===== config.mk =====
export PLATFORM = sky130hd
export DESIGN_NAME = axi_rr_xbar
export DESIGN_NICKNAME = d
export VERILOG_FILES = /design/src/rtl/axi_rr_xbar.sv
export SDC_FILE = /design/constraint.sdc
export NUM_CORES = 1
export LEC_CHECK = 0
export ABC_AREA = 1
export CORE_AREA = 8 8 277 279
export CTS_CLUSTER_DIAMETER = 50
export DETAILED_ROUTE_END_ITERATION = 8
export DIE_AREA = 0 0 285 287
export GPL_TIMING_DRIVEN = 0
export PLACE_DENSITY_LB_ADDON = 0.05
export SYNTH_ARGS = -nofsm -noshare
export SYNTH_HDL_FRONTEND = slang
export SYNTH_SLANG_ARGS = --single-unit
export TNS_END_PERCENT = 5

===== constraint.sdc =====
create_clock -name clk -period 3 [get_ports clk]
set_input_delay 0.45 -clock clk [delete_from_list [all_inputs] [get_ports clk]]
set_output_delay 0.45 -clock clk [all_outputs]
set_load 0.01 [all_outputs]

===== src/rtl/axi_rr_xbar.sv =====
// rtl/axi_rr_xbar.sv - round-robin NUM_M x NUM_S AXI-lite interconnect, one transaction in flight
module axi_rr_xbar #(
  parameter int NUM_M = 2,
  parameter int NUM_S = 3,
  parameter logic [NUM_S*32-1:0] SLV_BASE = {32'h0200_0000, 32'h1000_0000, 32'h8000_0000},
  parameter logic [NUM_S*32-1:0] SLV_MASK = {32'hFFFF_0000, 32'hFFFF_F000, 32'hF800_0000}
) (
  input  logic                 clk,
  input  logic                 rst,
  input  logic [NUM_M*32-1:0]  m_araddr,
  input  logic [NUM_M-1:0]     m_arvalid,
  output logic [NUM_M-1:0]     m_arready,
  output logic [NUM_M*32-1:0]  m_rdata,
  output logic [NUM_M*2-1:0]   m_rresp,
  output logic [NUM_M-1:0]     m_rvalid,
  input  logic [NUM_M-1:0]     m_rready,
  input  logic [NUM_M*32-1:0]  m_awaddr,
  input  logic [NUM_M*32-1:0]  m_wdata,
  input  logic [NUM_M*4-1:0]   m_wstrb,
  input  logic [NUM_M-1:0]     m_wvalid,
  output logic [NUM_M-1:0]     m_wready,
  output logic [NUM_M*2-1:0]   m_bresp,
  output logic [NUM_M-1:0]     m_bvalid,
  input  logic [NUM_M-1:0]     m_bready,
  output logic [NUM_S*32-1:0]  s_araddr,
  output logic [NUM_S-1:0]     s_arvalid,
  input  logic [NUM_S-1:0]     s_arready,
  input  logic [NUM_S*32-1:0]  s_rdata,
  input  logic [NUM_S*2-1:0]   s_rresp,
  input  logic [NUM_S-1:0]     s_rvalid,
  output logic [NUM_S-1:0]     s_rready,
  output logic [NUM_S*32-1:0]  s_awaddr,
  output logic [NUM_S*32-1:0]  s_wdata,
  output logic [NUM_S*4-1:0]   s_wstrb,
  output logic [NUM_S-1:0]     s_wvalid,
  input  logic [NUM_S-1:0]     s_wready,
  input  logic [NUM_S*2-1:0]   s_bresp,
  input  logic [NUM_S-1:0]     s_bvalid,
  output logic [NUM_S-1:0]     s_bready
);
  localparam int MW = (NUM_M > 1) ? $clog2(NUM_M) : 1;
  localparam int SW = (NUM_S > 1) ? $clog2(NUM_S) : 1;

  typedef enum logic [2:0] {S_IDLE, S_RADDR, S_RDATA, S_WREQ, S_WRESP, S_ERR_R, S_ERR_W} state_t;

  state_t          r_state;
  logic [MW-1:0]   r_gnt;
  logic [MW-1:0]   r_ptr;
  logic [SW-1:0]   r_sel;
  logic [31:0]     r_addr;
  logic            r_err_ph;

  logic [NUM_M-1:0] w_req;
  logic [MW-1:0]    w_gnt;
  logic             w_found;
  logic             w_is_rd;
  logic [31:0]      w_gaddr;
  logic [SW-1:0]    w_dsel;
  logic             w_hit;
  logic [MW-1:0]    w_ptr_nxt;

  assign w_req     = m_arvalid | m_wvalid;
  assign w_ptr_nxt = (int'(r_gnt) == NUM_M - 1) ? '0 : r_gnt + 1'b1;

  // Two passes: first requester at/after the pointer, else wrap to the lowest requester.
  always_comb begin
    w_gnt   = '0;
    w_found = 1'b0;
    for (int i = 0; i < NUM_M; i++) begin
      if (!w_found && w_req[i] && (i >= int'(r_ptr))) begin
        w_gnt   = MW'(i);
        w_found = 1'b1;
      end
    end
    for (int i = 0; i < NUM_M; i++) begin
      if (!w_found && w_req[i]) begin
        w_gnt   = MW'(i);
        w_found = 1'b1;
      end
    end
  end

  assign w_is_rd = m_arvalid[w_gnt];
  assign w_gaddr = w_is_rd ? m_araddr[32*w_gnt +: 32] : m_awaddr[32*w_gnt +: 32];

  // Descending scan so the lowest-index matching slave is the one left standing.
  always_comb begin
    w_hit  = 1'b0;
    w_dsel = '0;
    for (int j = NUM_S - 1; j >= 0; j--) begin
      if ((w_gaddr & SLV_MASK[32*j +: 32]) == SLV_BASE[32*j +: 32]) begin
        w_hit  = 1'b1;
        w_dsel = SW'(j);
      end
    end
  end

  always_ff @(posedge clk or negedge rst) begin
    if (!rst) begin
      r_state  <= S_IDLE;
      r_gnt    <= '0;
      r_ptr    <= '0;
      r_sel    <= '0;
      r_addr   <= '0;
      r_err_ph <= 1'b0;
    end else begin
      case (r_state)
        S_IDLE: if (w_found) begin
          r_gnt    <= w_gnt;
          r_sel    <= w_dsel;
          r_addr   <= w_gaddr;
          r_err_ph <= 1'b0;
          if (w_hit) r_state <= w_is_rd ? S_RADDR : S_WREQ;
          else       r_state <= w_is_rd ? S_ERR_R : S_ERR_W;
        end
        S_RADDR: if (s_arready[r_sel]) r_state <= S_RDATA;
        S_RDATA: if (s_rvalid[r_sel] && m_rready[r_gnt]) begin
          r_state <= S_IDLE;
          r_ptr   <= w_ptr_nxt;
        end
        S_WREQ:  if (s_wready[r_sel]) r_state <= S_WRESP;
        S_WRESP: if (s_bvalid[r_sel] && m_bready[r_gnt]) begin
          r_state <= S_IDLE;
          r_ptr   <= w_ptr_nxt;
        end
        S_ERR_R: if (!r_err_ph) r_err_ph <= 1'b1;
                 else if (m_rready[r_gnt]) begin
                   r_state <= S_IDLE;
                   r_ptr   <= w_ptr_nxt;
                 end
        S_ERR_W: if (!r_err_ph) r_err_ph <= 1'b1;
                 else if (m_bready[r_gnt]) begin
                   r_state <= S_IDLE;
                   r_ptr   <= w_ptr_nxt;
                 end
        default: r_state <= S_IDLE;
      endcase
    end
  end

  // Routing is a pure function of state, so reset silences every output at once.
  always_comb begin
    m_arready = '0;
    m_rdata   = '0;
    m_rresp   = '0;
    m_rvalid  = '0;
    m_wready  = '0;
    m_bresp   = '0;
    m_bvalid  = '0;
    s_araddr  = '0;
    s_arvalid = '0;
    s_rready  = '0;
    s_awaddr  = '0;
    s_wdata   = '0;
    s_wstrb   = '0;
    s_wvalid  = '0;
    s_bready  = '0;
    case (r_state)
      S_RADDR: begin
        s_arvalid[r_sel]          = 1'b1;
        s_araddr[32*r_sel +: 32]  = r_addr;
        m_arready[r_gnt]          = s_arready[r_sel];
      end
      S_RDATA: begin
        m_rvalid[r_gnt]           = s_rvalid[r_sel];
        m_rdata[32*r_gnt +: 32]   = s_rdata[32*r_sel +: 32];
        m_rresp[2*r_gnt +: 2]     = s_rresp[2*r_sel +: 2];
        s_rready[r_sel]           = m_rready[r_gnt];
      end
      S_WREQ: begin
        s_wvalid[r_sel]           = 1'b1;
        s_awaddr[32*r_sel +: 32]  = m_awaddr[32*r_gnt +: 32];
        s_wdata[32*r_sel +: 32]   = m_wdata[32*r_gnt +: 32];
        s_wstrb[4*r_sel +: 4]     = m_wstrb[4*r_gnt +: 4];
        m_wready[r_gnt]           = s_wready[r_sel];
      end
      S_WRESP: begin
        m_bvalid[r_gnt]           = s_bvalid[r_sel];
        m_bresp[2*r_gnt +: 2]     = s_bresp[2*r_sel +: 2];
        s_bready[r_sel]           = m_bready[r_gnt];
      end
      S_ERR_R: begin
        m_arready[r_gnt]          = !r_err_ph;
        m_rvalid[r_gnt]           = r_err_ph;
        m_rresp[2*r_gnt +: 2]     = r_err_ph ? 2'b11 : 2'b00;
      end
      S_ERR_W: begin
        m_wready[r_gnt]           = !r_err_ph;
        m_bvalid[r_gnt]           = r_err_ph;
        m_bresp[2*r_gnt +: 2]     = r_err_ph ? 2'b11 : 2'b00;
      end
      default: ;
    endcase
  end
endmodule


==> run summary <==
Syn nets: 1,677
CTS root buffer: clkbuf_16
Final worst path period share: 103%
GR Layer Usage met1: 23.3%
Largest net degree at the start of global routing: 33
GRT overflow: 0
Setup CP Type: reg -> out
H-tree levels: 2
Violated checks: setup timing
Die Width: 285 um
Share of total power in combinational logic: 75.6%
Power Internal: 3.08 mW
Clock buffer depth: 2
Syn_area_per_cell: 5.39 um2
First-pass GRT wire length: 108 mm
Grt met3 use: 4.92%
Total power: 6.75 mW
Crit path required time: 2.55 ns
Tmin final: 3.08 ns
FF-to-FF path depth: 16
Num Clock Sinks: 40
Nets: 2,427
Total GRT Usage: 18.4%
Share of cells above drive strength 1: 21.0%
Worst vdd ir: 0.237 mV
Drt wl/cell: 26.2 um
Sw Share: 54.4%
Top-Level Pins: 722
Core area: 0.0723 mm2
Pleak: 7.22 nW
Setup violators final: 32
Final worst slack: -0.0761 ns
Drt initial violations: 650
Outcome: finished with violations
Initial antenna violation count: 16
Switching power: 3.67 mW
Hold-fix buffers at CTS: 0
Post-DP HPWL: 69.4 mm
Clock network power share: 10.0%
DRC: 0
Reg-to-reg slack, setup: 0.56 ns
GP Congestion: 0.872
Vias/cell: 3.98
CP arrival: 2.63 ns
Routed Antenna Nets: 0
Crit end category: primary output
Inserted Clock Buffers: 5
Distinct cells, synth: 32
Final instance area: 0.0160 mm2
Drt total wl: 80.2 mm
Fin util: 22.1%
Met2 Use GR: 32.5%
CTS tree: done
Synth Instances: 1,341
Area Growth Syn to Fin: 121%
Die H: 287 um
Site Rows: 99
Reg-to-Reg End: r_state[2]$_DFFE_PN0P_
Slew headroom: 54.4%
Worst-Skew Late Latency: 0.31 ns
Vias: 12,183
RSZ-0062 raised after global routing: yes
Final clock skew: 0.00658 ns
First-pass DRT Iterations: 5
Sequential-to-total area share from yosys stat: 13.9%
Max-cap violation count: 0
Clock-pin slew on the worst setup and hold paths: 0.07 ns
Max Slew Vio Count: 0
Busiest metal layer after global routing: met2
Placed Area: 0.0157 mm2
Yosys warning total: 0
Number of global-route vias before repair: 12,394
PD cells: 423 mW/mm2
Worst Tran Pin Value: 0.684 ns
Initial core utilization: 9.99%
Die Area: 0.0818 mm2
Yosys reg bits: 40
IO buf count: 721
Max Clock Freq: 325 MHz
CP max FO: 10
Worst slack, placed: -2.41 ns
Hold Path Class: in -> async
Worst r2r src: r_ptr$_DFFE_PN0P_
Sequential power share: 14.4%
Hold Violations, Final: 0
CP startpoint kind: register
Cell Area, Synth: 0.00723 mm2
## kinds of logic (layout without fill, tap and decap cells)
family	after synthesis	after routing	share of synthesized area [%]
simple gates	845	845	49.8
mux	52	52	7.20
fa+ha+maj	6	6	1.04
buf+inv	211	962	12.0
compound gates	187	187	16.0
other cells	0	8	0
flops	40	40	13.9
## cell usage in the layout, fill, tap and decap left out, types with 17 or more instances in the layout
master	netlist	layout
clkbuf_2	0	94
buf_4	6	48
buf_2	13	61
nand2_1	218	215
o21ai_0	122	122
mux2i_1	52	52
a2bb2oi_1	37	35
nor2_1	382	346
dfrtp_1	40	37
clkbuf_4	0	23
or2_2	73	73
nand3_1	57	57
clkdlybuf4s50_1	0	415
nor3_1	97	80
clkdlybuf4s15_1	0	17
inv_1	97	93
dlygate4sd2_1	0	116
nor2_2	0	32
clkdlybuf4s15_2	0	22
## flip-flops by register name, summed over array words and instances, names as in the netlist
signal / flops
r_ptr: 1
r_err_ph: 1
r_addr: 32
r_state: 3
r_gnt: 1
r_sel: 2
## power groups by stage
stage / sequential (mW) / clock [mW] / combinational [mW]
4_1_cts: 0.978 / 0.697 / 5.12
2_1_floorplan: 0.903 / 0 / 2.53
6_report: 0.971 / 0.674 / 5.11
3_5_place_dp: 0.986 / 0 / 5.10
5_1_grt: 1.01 / 0.713 / 5.62
3_3_place_gp: 0.990 / 0 / 5.10
## synthesized netlist by cell type (all sizes together)
cell,instances,share of area [%]
a211oi,1,0.10
a22oi,2,0.21
a2bb2oi,37,4.5
a32oi,1,0.12
buf,33,2.8
clkbuf,78,4.1
dfrtp,40,14
ha,6,1.0
inv,100,5.2
mux2i,52,7.2
nand2,224,12
nand3,57,3.9
nand4,4,0.35
nor2,382,20
nor3,97,6.7
nor4,2,0.17
o211ai,1,0.10
o21ai,124,8.6
o22ai,4,0.35
o31ai,1,0.10
o32ai,16,1.9
or2,79,6.8
## timing repair
action,CTS,global route
endpoints found under the setup margin,390,298
setup buffers,18,4
pin swaps,6,4
cloned,1,0
resized for setup,707,314
## cell type report
class	instances	area, um2
multi-input cells	1090	5630
diodes	8	20.0
well taps	959	1200
fillers	8390	56400
clock inverters	3	46.3
repair buffers	745	6680
plain buffers	109	883
clock buffers	5	125
inverters	100	394
flip-flops and latches	40	1000
## worst max path at each step
stage	cells past startpoint	endpoint	startpoint
global route	10	s_awaddr[88]	r_sel[0]$_DFFE_PN0P_
detailed placement	11	s_awaddr[13]	r_sel[1]$_DFFE_PN0P_
CTS	11	s_araddr[10]	r_sel[0]$_DFFE_PN0P_
floorplan	10	s_awaddr[12]	r_sel[1]$_DFFE_PN0P_
finish	9	s_wdata[79]	r_sel[0]$_DFFE_PN0P_
global placement	11	s_awaddr[13]	r_sel[1]$_DFFE_PN0P_
## worst max-delay path: stages (launching register included)
cell and delay (ns):
dfrtp_2 0.41, buf_12 0.15, clkinv_8 0.06, clkbuf_16 0.15
ha_4 0.16, buf_4 0.16, clkbuf_1 0.32, or2_2 0.44
nor2_1 0.15, dlygate4sd2_1 0.31
## stage by stage
step / hold slack (ns) / TNS (ns) / cells
finish: 0.0161 / -1.09 / 3059
global placement: 0.473 / -510.84 / 3021
global route: 0.0282 / -6.07 / 3053
floorplan: 0.154 / 0 / 1341
detailed placement: 0.348 / -527.69 / 3022
CTS: 0.0198 / -1.40 / 3048
## layer usage
layer  vias to the layer above  wire length, um
met4                        14              395
met3                        29             5080
met5                         -               90
met1                      5860            35000
met2                       427            39600
li1                       5853                -
Note: power is estimated with default switching activity, not from simulation.
